$ cat src/rtl/cim_pkg.sv
// rtl/cim_pkg.sv - shared types and saturating add for the CiM partial-sum accumulator
package cim_pkg;

  localparam int Q_WIDTH   = 22;
  localparam int ACC_WIDTH = 32;
  localparam int CNT_WIDTH = 8;

  typedef enum logic {IDLE, ACCUM} psum_state_t;

  typedef struct packed {
    logic [ACC_WIDTH-1:0] data;
    logic [CNT_WIDTH-1:0] cnt;
    logic                 sat;
  } psum_res_t;

  typedef struct packed {
    logic [ACC_WIDTH-1:0] value;
    logic                 clamped;
  } sat_sum_t;

  // One extra bit of headroom; the top two bits disagree exactly when the true sum is out of range.
  function automatic sat_sum_t sat_add_acc(input logic [ACC_WIDTH-1:0] a,
                                           input logic [ACC_WIDTH-1:0] b);
    logic [ACC_WIDTH:0] sum;
    sat_sum_t r;
    sum = {a[ACC_WIDTH-1], a} + {b[ACC_WIDTH-1], b};
    r.clamped = sum[ACC_WIDTH] ^ sum[ACC_WIDTH-1];
    if (!r.clamped)
      r.value = sum[ACC_WIDTH-1:0];
    else if (sum[ACC_WIDTH])
      r.value = {1'b1, {(ACC_WIDTH-1){1'b0}}};
    else
      r.value = {1'b0, {(ACC_WIDTH-1){1'b1}}};
    return r;
  endfunction

endpackage

$ cat src/rtl/cim_psum_fifo.sv
// rtl/cim_psum_fifo.sv - sync FIFO of group results with registered head and full+pop bypass
module cim_psum_fifo
  import cim_pkg::*;
#(
  parameter int DEPTH = 4
) (
  input  logic      CLK,
  input  logic      RST,
  input  logic      PUSH,
  input  psum_res_t PUSH_DATA,
  output logic      FULL,
  input  logic      POP,
  output logic      EMPTY,
  output psum_res_t HEAD
);

  localparam int PTR_W = $clog2(DEPTH);
  localparam logic [PTR_W:0] FULL_CNT = (PTR_W+1)'(DEPTH);

  psum_res_t        mem [DEPTH];
  logic [PTR_W-1:0] rd_ptr, wr_ptr, rd_ptr_n;
  logic [PTR_W:0]   count, count_n;
  logic             do_push, do_pop;
  psum_res_t        head_n;

  assign FULL    = (count == FULL_CNT);
  assign EMPTY   = (count == '0);
  assign do_pop  = POP & ~EMPTY;
  // A pop in the same cycle frees the slot, so a full FIFO still accepts the push.
  assign do_push = PUSH & (~FULL | do_pop);

  assign rd_ptr_n = do_pop ? rd_ptr + 1'b1 : rd_ptr;
  assign count_n  = count + {{PTR_W{1'b0}}, do_push} - {{PTR_W{1'b0}}, do_pop};

  always_comb begin
    head_n = mem[rd_ptr_n];
    if (do_push && (wr_ptr == rd_ptr_n))
      head_n = PUSH_DATA;
    if (count_n == '0)
      head_n = '0;
  end

  always_ff @(posedge CLK) begin
    if (do_push)
      mem[wr_ptr] <= PUSH_DATA;
  end

  always_ff @(posedge CLK) begin
    if (RST) begin
      rd_ptr <= '0;
      wr_ptr <= '0;
      count  <= '0;
      HEAD   <= '0;
    end else begin
      if (do_push)
        wr_ptr <= wr_ptr + 1'b1;
      rd_ptr <= rd_ptr_n;
      count  <= count_n;
      HEAD   <= head_n;
    end
  end

endmodule

$ cat src/rtl/cim_psum_accumulator.sv
// rtl/cim_psum_accumulator.sv - saturating FIRST/LAST-framed partial-sum accumulator with result FIFO
// Optional CIM_PSUM_RELU_EN: pushed result is max(acc,0).
module cim_psum_accumulator #(
  parameter int Q_WIDTH    = cim_pkg::Q_WIDTH,
  parameter int ACC_WIDTH  = cim_pkg::ACC_WIDTH,
  parameter int CNT_WIDTH  = cim_pkg::CNT_WIDTH,
  parameter int FIFO_DEPTH = 4
) (
  input  logic                 CLK,
  input  logic                 RST,
  input  logic [Q_WIDTH-1:0]   Q_IN,
  input  logic                 Q_VALID,
  input  logic                 Q_FIRST,
  input  logic                 Q_LAST,
  output logic [ACC_WIDTH-1:0] RES_DATA,
  output logic [CNT_WIDTH-1:0] RES_CNT,
  output logic                 RES_SAT,
  output logic                 RES_VALID,
  input  logic                 RES_READY,
  input  logic                 ERR_CLR,
  output logic                 ERR_OVF,
  output logic                 ERR_PROTO,
  output logic                 BUSY
);

  import cim_pkg::*;

  psum_state_t          state_q, state_d;
  logic [ACC_WIDTH-1:0] acc_q, acc_d;
  logic [CNT_WIDTH-1:0] cnt_q, cnt_d, cnt_inc;
  logic                 sat_q, sat_d;
  logic                 err_ovf_q, err_proto_q;
  logic [ACC_WIDTH-1:0] q_ext;
  sat_sum_t             sum;
  logic                 push, pop, proto_err, ovf;
  logic                 fifo_full, fifo_empty;
  psum_res_t            push_res, head;

  function automatic logic [ACC_WIDTH-1:0] push_value(input logic [ACC_WIDTH-1:0] v);
`ifdef CIM_PSUM_RELU_EN
    return v[ACC_WIDTH-1] ? '0 : v;
`else
    return v;
`endif
  endfunction

  assign q_ext   = {{(ACC_WIDTH-Q_WIDTH){Q_IN[Q_WIDTH-1]}}, Q_IN};
  assign sum     = sat_add_acc(acc_q, q_ext);
  assign cnt_inc = (&cnt_q) ? cnt_q : cnt_q + 1'b1;

  always_comb begin
    state_d   = state_q;
    acc_d     = acc_q;
    cnt_d     = cnt_q;
    sat_d     = sat_q;
    push      = 1'b0;
    push_res  = '0;
    proto_err = 1'b0;
    if (Q_VALID) begin
      if (Q_FIRST) begin
        // FIRST inside an open group abandons it and restarts from this term.
        proto_err = (state_q == ACCUM);
        acc_d     = q_ext;
        cnt_d     = CNT_WIDTH'(1);
        sat_d     = 1'b0;
        if (Q_LAST) begin
          push     = 1'b1;
          push_res = '{data: push_value(q_ext), cnt: CNT_WIDTH'(1), sat: 1'b0};
          state_d  = IDLE;
        end else begin
          state_d  = ACCUM;
        end
      end else if (state_q == IDLE) begin
        proto_err = 1'b1;
      end else begin
        acc_d = sum.value;
        cnt_d = cnt_inc;
        sat_d = sat_q | sum.clamped;
        if (Q_LAST) begin
          push     = 1'b1;
          push_res = '{data: push_value(sum.value), cnt: cnt_inc, sat: sat_d};
          state_d  = IDLE;
        end
      end
    end
  end

  assign pop = RES_VALID & RES_READY;
  assign ovf = push & fifo_full & ~pop;

  always_ff @(posedge CLK) begin
    if (RST) begin
      state_q     <= IDLE;
      acc_q       <= '0;
      cnt_q       <= '0;
      sat_q       <= 1'b0;
      err_ovf_q   <= 1'b0;
      err_proto_q <= 1'b0;
    end else begin
      state_q     <= state_d;
      acc_q       <= acc_d;
      cnt_q       <= cnt_d;
      sat_q       <= sat_d;
      err_ovf_q   <= ovf | (err_ovf_q & ~ERR_CLR);
      err_proto_q <= proto_err | (err_proto_q & ~ERR_CLR);
    end
  end

  cim_psum_fifo #(
    .DEPTH(FIFO_DEPTH)
  ) u_fifo (
    .CLK      (CLK),
    .RST      (RST),
    .PUSH     (push),
    .PUSH_DATA(push_res),
    .FULL     (fifo_full),
    .POP      (pop),
    .EMPTY    (fifo_empty),
    .HEAD     (head)
  );

  assign RES_DATA  = head.data;
  assign RES_CNT   = head.cnt;
  assign RES_SAT   = head.sat;
  assign RES_VALID = ~fifo_empty;
  assign ERR_OVF   = err_ovf_q;
  assign ERR_PROTO = err_proto_q;
  assign BUSY      = (state_q == ACCUM);

endmodule

$ cat config.mk
export PLATFORM = sky130hd
export DESIGN_NAME = cim_psum_accumulator
export DESIGN_NICKNAME = d
export VERILOG_FILES = /design/src/rtl/cim_pkg.sv /design/src/rtl/cim_psum_fifo.sv /design/src/rtl/cim_psum_accumulator.sv
export SDC_FILE = /design/constraint.sdc
export NUM_CORES = 1
export LEC_CHECK = 0
export BUFFER_PORTS_ARGS = -buffer_cell sky130_fd_sc_hd__buf_2
export CORE_ASPECT_RATIO = 1.5
export CORE_MARGIN = 1
export CORE_UTILIZATION = 40
export DETAILED_ROUTE_END_ITERATION = 8
export GPL_ROUTABILITY_DRIVEN = 0
export GPL_TIMING_DRIVEN = 0
export MAX_ROUTING_LAYER = met4
export SLEW_MARGIN = 10
export SYNTH_ARGS = -nofsm -noshare
export SYNTH_HDL_FRONTEND = slang
export SYNTH_SLANG_ARGS = --single-unit
export TNS_END_PERCENT = 30
$ cat constraint.sdc
create_clock -name CLK -period 7.65 [get_ports CLK]
set_clock_uncertainty 0.1 [all_clocks]
set_input_delay 0.765 -clock CLK [delete_from_list [all_inputs] [get_ports CLK]]
set_output_delay 0.765 -clock CLK [all_outputs]
set_load 0.02 [all_outputs]
==> impl_metrics.csv, run 1 <==
group,metric,value,unit
critical_path,crit_chain,"buf_2 -> and2_1 -> clkbuf_1 -> o21ai_1 -> nor2_1 -> ha_1 -> inv_1 -> fa_1 -> xor2_1 -> xnor2_1 -> a31o_2 -> clkbuf_1 -> clkbuf_1 -> clkbuf_1 -> o32ai_1",
critical_path,cp_num_cells,15,
global_routing,antenna_found_initial,0,
synth,netlist_instances,1036,
finish,fin_nets,1209,
synth,synth_area_per_cell,11.8,sq um
min_path,hold_path_class,"register to register",
finish,antennaDiodeCount,0,
placement,hpwl,24.5,mm
drt,drt-total-wl,33.9,mm
timing,period_share,67.8,%
cts,hold_buffers,0,
synth,syn-cell-area,12300,sq um
die,core,30200,sq um
die,dieArea,31300,sq um
cts,clock_sinks,256,
global_routing,grt_max_degree,42,
synth,async_reset_ff_share,0,%
cts,clk_pin_slew,0.06,ns
power,vdd_drop_max,0.000172,V
die,initial_core_util,40.6,%
critical_path,reg2reg_depth,12,
finish,area_delta_synth_final,14.3,%
critical_path,cp-start-kind,"input pin",
drt,ant_nets,0,
die,design.portCount,74,
timing,fmax,0.193,GHz
power,total_power,4.16,mW
cts,cts_buffers,25,
timing,grt_setup_unrepaired,"no",
critical_path,cp.buffers_inverters,6,
timing,fin_crit,5.18,ns
global_routing,gr-usage-all-layers,22.8,%
critical_path,max_stage_delay,0.61,ns
timing,setup_viol_count_final,0,
placement,dp_slack,1.99,ns
cts,h-tree-depth,1,
critical_path,regToRegSetupSlack,2.71,ns
power,power.density,297,nW/um^2
power,p_leak,5.10,nW
critical_path,worstPathRequired,7.92,ns
critical_path,cp-end-kind,"register",
critical_path,rr_startpoint,"u_fifo.count[1]$_SDFF_PP0_",
synth,synth_most_common_cell,"edfxtp_1",
synth,synth-seq-area-share,55.2,%
timing,slew_violations,0,
timing,finalHoldViolCount,0,
critical_path,path_class,"input pin to register",
global_routing,grt.overflow.total,0,
synth,syn_nets,1107,
cts,tritoncts,"yes",
drt,drc,0,
min_path,holdPathEnd,"acc_q[26]$_SDFFE_PP0P_",
global_routing,first_global_vias,9017,
drt,drt_pre_antenna_iters,5,
synth,yosysTopAreaCell,"edfxtp_1",
synth,synth.area.top_cells,"edfxtp_1 (40%), dfxtp_1 (15%), mux4_2 (7.5%)",
synth,synth_edf_count,164,
synth,synth.distinct_cells,72,
min_path,holdPathStages,2,
timing,slew-limit-headroom,30.3,%
cts,cts_buffer_depth,3,
drt,wl_per_cell,21.8,microns
cts,postCtsSetupRepairBufs,0,
critical_path,cp_slowest_cell,"clkbuf_1",
status,status,"finished, final reports clean",
synth,synth_ff_type,"edfxtp_1",
drt,dr_total_vias,9026,
cts,cts_root_buf,"clkbuf_16",
critical_path,timing.rr.end,"u_fifo.HEAD[22]$_SDFF_PP0_",
synth,synth_top_area_share,40.2,%
drt,drt_iter0_drc,646,
die,fp.dieH,216,microns
timing,fin_ws,2.47,ns
drt,via_per_inst,5.80,
synth,ys_warn_count,0,
min_path,min-delay-start,"acc_q[26]$_SDFFE_PP0P_",
placement,portBuffers,72,
finish,drive_above_1_share,16.4,%
die,die_x,145,microns
job,drv_cap,0,
critical_path,critPathTopFamily,"buffers and inverters",
critical_path,worst_path_most_repeated_cell,"clkbuf_1",
critical_path,cp.arrival,5.45,ns
die,rows,78,
timing,worst_pin_slew,1.04,ns
synth,ys_ff_latch,256,
synth,synth_commonest_cells,"edfxtp_1 (164), dfxtp_1 (92), nand2_1 (82)",
global_routing,grt_first_pass_wirelength,51.5,mm
cts,clock_latency,0.57,ns
critical_path,crit_fanout,10,
timing,fin_tns_setup,0,ns
cts,post_cts_resized,0,
==> state kept, by name (all words and copies together) (netlist names) <==
register / cells
BUSY: 1
ERR_OVF: 1
ERR_PROTO: 1
acc_q: 32
cnt_q: 8
sat_q: 1
u_fifo.HEAD: 41
u_fifo.count: 3
u_fifo.mem: 164
u_fifo.rd_ptr: 2
u_fifo.wr_ptr: 2
==> metal layers <==
metal  vias up  share of wire, %  global-route usage (%)
li1       4198                 -                       -
met1      4440                39                    26.4
met2       298                52                    39.5
met3        90               4.8                    2.21
met4         0               4.0                    10.2
met5         -                 0                       -
==> placed cells by master, fill, tap and decap left out, drive strengths merged, types with 3 or more instances in the layout <==
cell	Yosys	final
and3	8	8
nand4	4	4
mux2i	5	5
edfxtp	164	164
o22ai	19	19
o21ai	59	59
o211ai	15	15
o31ai	4	4
nor3	34	34
a211oi	8	8
and2	14	14
buf	21	96
clkinv	0	5
mux4	41	41
nand3	9	9
inv	15	16
or3	6	6
a22oi	19	19
a21oi	75	75
xor2	13	13
a21o	18	18
a31oi	27	27
nor4	7	7
a311oi	21	21
nor2	78	78
nand2	83	83
nor2b	10	10
nand2b	10	10
a2111oi	3	3
ha	40	40
o21a	7	7
dfxtp	92	92
xnor2	24	24
clkbuf	41	78
a22o	10	10
==> final cells by class <==
cell class | count | area [sq um]
clock buffers | 37 | 732
plain buffers | 62 | 259
clock inverters | 9 | 88.8
flip-flops and latches | 256 | 6770
multi-input cells | 703 | 5170
repair buffers | 75 | 420
well taps | 400 | 500
fillers | 2755 | 16200
inverters | 15 | 56.3
==> where the power goes <==
part / leakage (nW) / total, mW / internal (mW) / switching, mW
logic: 2.39 / 1.31 / 0.526 / 0.779
registers: 2.30 / 1.61 / 1.58 / 0.0371
clock network: 0.399 / 1.25 / 0.701 / 0.544
==> kinds of logic after synthesis <==
kind of cell / synth area share, %
XOR/XNOR: 2.86
buffers and inverters: 2.57
AO/OA/AOI/OAI: 16.5
multiplexers: 8.07
AND/OR/NAND/NOR: 10.4
flip-flops: 55.2
adder cells (fa/ha/maj): 4.41
==> worst reg2reg max path, cell delays in order, from the launching register on <==
cell and delay [ns]:
dfxtp_1 0.36, nor4b_1 0.80, nor2_1 0.33, ha_1 0.28
inv_1 0.07, fa_1 0.18, xor2_1 0.19, xnor2_1 0.20
a31o_2 0.21, clkbuf_1 0.57, clkbuf_1 0.58, clkbuf_1 0.62
o32ai_1 0.25
==> how the worst max path moves through the flow <==
stage | to | slack (ns) | startpoint
floorplan | u_fifo.HEAD[22]$_SDFF_PP0_ | 3.71 | Q_LAST
global placement | u_fifo.HEAD[22]$_SDFF_PP0_ | 2.04 | Q_VALID
detailed placement | u_fifo.HEAD[22]$_SDFF_PP0_ | 1.99 | Q_VALID
CTS | u_fifo.HEAD[22]$_SDFF_PP0_ | 2.55 | Q_VALID
global route | u_fifo.HEAD[22]$_SDFF_PP0_ | 2.24 | Q_VALID
finish | u_fifo.HEAD[22]$_SDFF_PP0_ | 2.47 | Q_VALID
==> through the flow <==
step           util, %  instances  hold WS, ns  cell area (sq um)
2_1_floorplan        -       1036        0.329              12300
3_3_place_gp      43.5       1508        0.345              13100
3_5_place_dp      43.7       1511        0.356              13200
4_1_cts           46.4       1557        0.364              14000
5_1_grt           46.4       1557        0.389              14000
6_report          46.4       1557        0.368              14000
Note: power is estimated with default switching activity, not from simulation.
==> run 2, diff against run 1 <==
--- a/config.mk
+++ b/config.mk
@@ -5,6 +5,7 @@
 export SDC_FILE = /design/constraint.sdc
 export NUM_CORES = 1
 export LEC_CHECK = 0
+export ABC_AREA = 1
 export BUFFER_PORTS_ARGS = -buffer_cell sky130_fd_sc_hd__buf_2
 export CORE_ASPECT_RATIO = 1.5
 export CORE_MARGIN = 1
==> constraint.sdc (replaced) <==
create_clock -name CLK -period 5.3 [get_ports CLK]
set_clock_uncertainty 0.1 [all_clocks]
set_input_delay 0.53 -clock CLK [delete_from_list [all_inputs] [get_ports CLK]]
set_output_delay 0.53 -clock CLK [all_outputs]
set_load 0.02 [all_outputs]
==> run 2 against run 1 <==
  * Synthesized area grew 8.4%
  * First-iteration DRC count down 1.5%
  * Die area rose by 8.3%
  * Sequential cell count unchanged
  * Cell count rose by 33%
  * Critical path type is now register to register
  * Largest power group unchanged
  * Highest routed layer unchanged
==> impl_metrics.csv, run 2 <==
group,metric,value,unit
status,status,"finished, final reports clean",
critical_path,rr_startpoint,"BUSY$_SDFFE_PP0P_",
timing,finalHoldViolCount,0,
synth,synth-seq-area-share,51.0,%
cts,h-tree-depth,1,
global_routing,first_global_vias,10689,
cts,tritoncts,"yes",
drt,drt_iter0_drc,636,
timing,period_share,82.3,%
critical_path,path_class,"register to register",
finish,layout_common_cells,"nand2_1 (296), nor2_1 (213), edfxtp_1 (164)",
critical_path,regToRegSetupSlack,0.94,ns
die,initial_core_util,40.7,%
finish,instances_no_fill,2072,
finish,layout.cells.most_common,"nand2_1",
finish,fin_nets,1708,
timing,slew_violations,0,
min_path,holdPathStages,4,
finish,largest_reg_flops,164,
finish,antennaDiodeCount,0,
cts,clock_sinks,256,
placement,dp.cells,2024,
power,power.density,424,nW/um^2
timing,setup_viol_count_final,0,
synth,synth_edf_count,164,
drt,drt-total-wl,37.1,mm
cts,clock_latency,0.54,ns
drt,drc,0,
synth,synth_area_per_cell,8.67,sq um
cts,cts_buffer_depth,3,
placement,portBuffers,71,
global_routing,met1_usage,26.4,%
placement,hpwl,28.0,mm
synth,async_reset_ff_share,0,%
critical_path,critPathLaunch,"BUSY$_SDFFE_PP0P_",
timing,slew-limit-headroom,20.0,%
synth,syn_nets,1603,
critical_path,setup.worst_path.end,"u_fifo.HEAD[22]$_SDFF_PP0_",
power,total_power,6.48,mW
finish,utilization,46.8,%
synth,yosysTopAreaCell,"edfxtp_1",
timing,fin_tns_setup,0,ns
global_routing,grt_max_degree,23,
cts,cts_root_buf,"clkbuf_16",
critical_path,crit_fanout,10,
critical_path,reg2reg_depth,13,
die,die_x,151,microns
synth,netlist_instances,1532,
drt,dr_total_vias,10811,
timing,fmax,0.229,GHz
finish,post-route-cell-area,15300,sq um
synth,synth_commonest_cells,"nand2_1 (296), nor2_1 (217), edfxtp_1 (164)",
die,core,32600,sq um
synth,synth.area.top_cells,"edfxtp_1 (37%), dfxtp_1 (14%), nand2_1 (8.4%)",
global_routing,grt.busiest_layer,"met2",
finish,area_delta_synth_final,14.9,%
critical_path,cp-end-kind,"register",
critical_path,timing.rr.end,"u_fifo.HEAD[22]$_SDFF_PP0_",
synth,synth_most_common_cell,"nand2_1",
global_routing,grt.overflow.total,0,
power,vdd_drop_max,0.000214,V
synth,synth_ff_type,"edfxtp_1",
drt,ant_nets,0,
synth,synth_top_area_share,37.1,%
die,dieArea,33900,sq um
global_routing,met3_usage,2.00,%
synth,syn-cell-area,13300,sq um
cts,postCtsSetupRepairBufs,0,
cts,cts_buffers,26,
synth,synth.distinct_cells,51,
critical_path,worstPathRequired,5.67,ns
finish,largestRegisters,"u_fifo.mem: 164 flops, u_fifo.HEAD: 41 flops, acc_q: 32 flops",
synth,ys_ff_latch,256,
finish,drive_above_1_share,14.5,%
job,drv_cap,0,
critical_path,cp.arrival,4.73,ns
die,fp.dieH,225,microns
power,p_leak,6.52,nW
drt,drt_pre_antenna_iters,5,
synth,ys_warn_count,0,
timing,grt_setup_unrepaired,"no",
global_routing,use_met2,39.7,%
global_routing,gr-usage-all-layers,23.0,%
timing,worst_pin_slew,1.19,ns
die,design.portCount,74,
min_path,hold_path_class,"input pin to register",
drt,wl_per_cell,17.9,microns
finish,top_register,"u_fifo.mem",
cts,hold_buffers,0,
cts,post_cts_resized,0,
critical_path,cp-start-kind,"register",
die,rows,81,
placement,dpl-instance-area,14300,sq um
drt,via_per_inst,5.22,
global_routing,antenna_found_initial,0,
timing,fin_crit,4.36,ns
cts,clk_pin_slew,0.06,ns
global_routing,grt_first_pass_wirelength,57.6,mm
## run 2: layout make-up
cell class                      count  area [sq um]
Clock inverter                     17           229
Inverter                          158           597
Timing Repair Buffer               77           505
Multi-Input combinational cell   1054          5630
Buffer                             64           315
Fill cell                        3225         17400
Clock buffer                       31           701
Tap cell                          415           519
Sequential cell                   256          6770
## run 2: cells by family (layout without fill, tap and decap cells)
kind of cell	Yosys count	after routing	share of synthesized area (%)
fa+ha+maj	42	42	4.07
xor+xnor	22	22	1.59
compound gates	338	338	14.6
buf+inv	222	347	6.87
simple gates	652	652	21.9
flops	256	256	51.0
## run 2: routing by layer
| layer | share of wire, % | routed length, microns | vias to the layer above |
|---|---|---|---|
| met3 | 4.3 | 1590 | 89 |
| met1 | 40 | 15000 | 5073 |
| met5 | 0 | 0 | - |
| met2 | 51 | 18800 | 294 |
| met4 | 4.8 | 1770 | 0 |
| li1 | - | - | 5355 |
## run 2: power by group
| part | leakage (nW) | switching [mW] | internal [mW] |
|---|---|---|---|
| Sequential | 2.26 | 0.0598 | 2.29 |
| Combinational | 3.82 | 1.48 | 0.667 |
| Clock | 0.450 | 0.782 | 1.20 |
| Total | 6.52 | 2.33 | 4.15 |
## run 2: worst min path at each step
stage,start,end
3_3_place_gp,ERR_PROTO$_SDFF_PP0_,ERR_PROTO$_SDFF_PP0_
3_5_place_dp,ERR_OVF$_SDFF_PP0_,ERR_OVF$_SDFF_PP0_
2_1_floorplan,acc_q[15]$_SDFFE_PP0P_,acc_q[15]$_SDFFE_PP0P_
4_1_cts,ERR_CLR,ERR_OVF$_SDFF_PP0_
5_1_grt,ERR_CLR,ERR_OVF$_SDFF_PP0_
6_report,ERR_CLR,ERR_OVF$_SDFF_PP0_
## run 2: critical path, stage by stage (launching register included)
cell and delay, ns:
dfxtp_1 0.47, inv_1 0.13, a21oi_1 0.32, inv_1 0.13
nor2_1 0.36, ha_1 0.22, inv_1 0.05, fa_1 0.47
a31oi_1 0.96, inv_1 0.35, clkbuf_1 0.39, nor2_1 0.20
nand2_1 0.10, inv_1 0.05
## run 2: through the flow
| step | worst slack [ns] | hold slack (ns) |
|---|---|---|
| after floorplan | 1.61 | 0.371 |
| after global placement | -0.456 | 0.353 |
| after detailed placement | 0.541 | 0.360 |
| after CTS | 0.875 | 0.136 |
| after global routing | 0.612 | 0.183 |
| final | 0.938 | 0.153 |
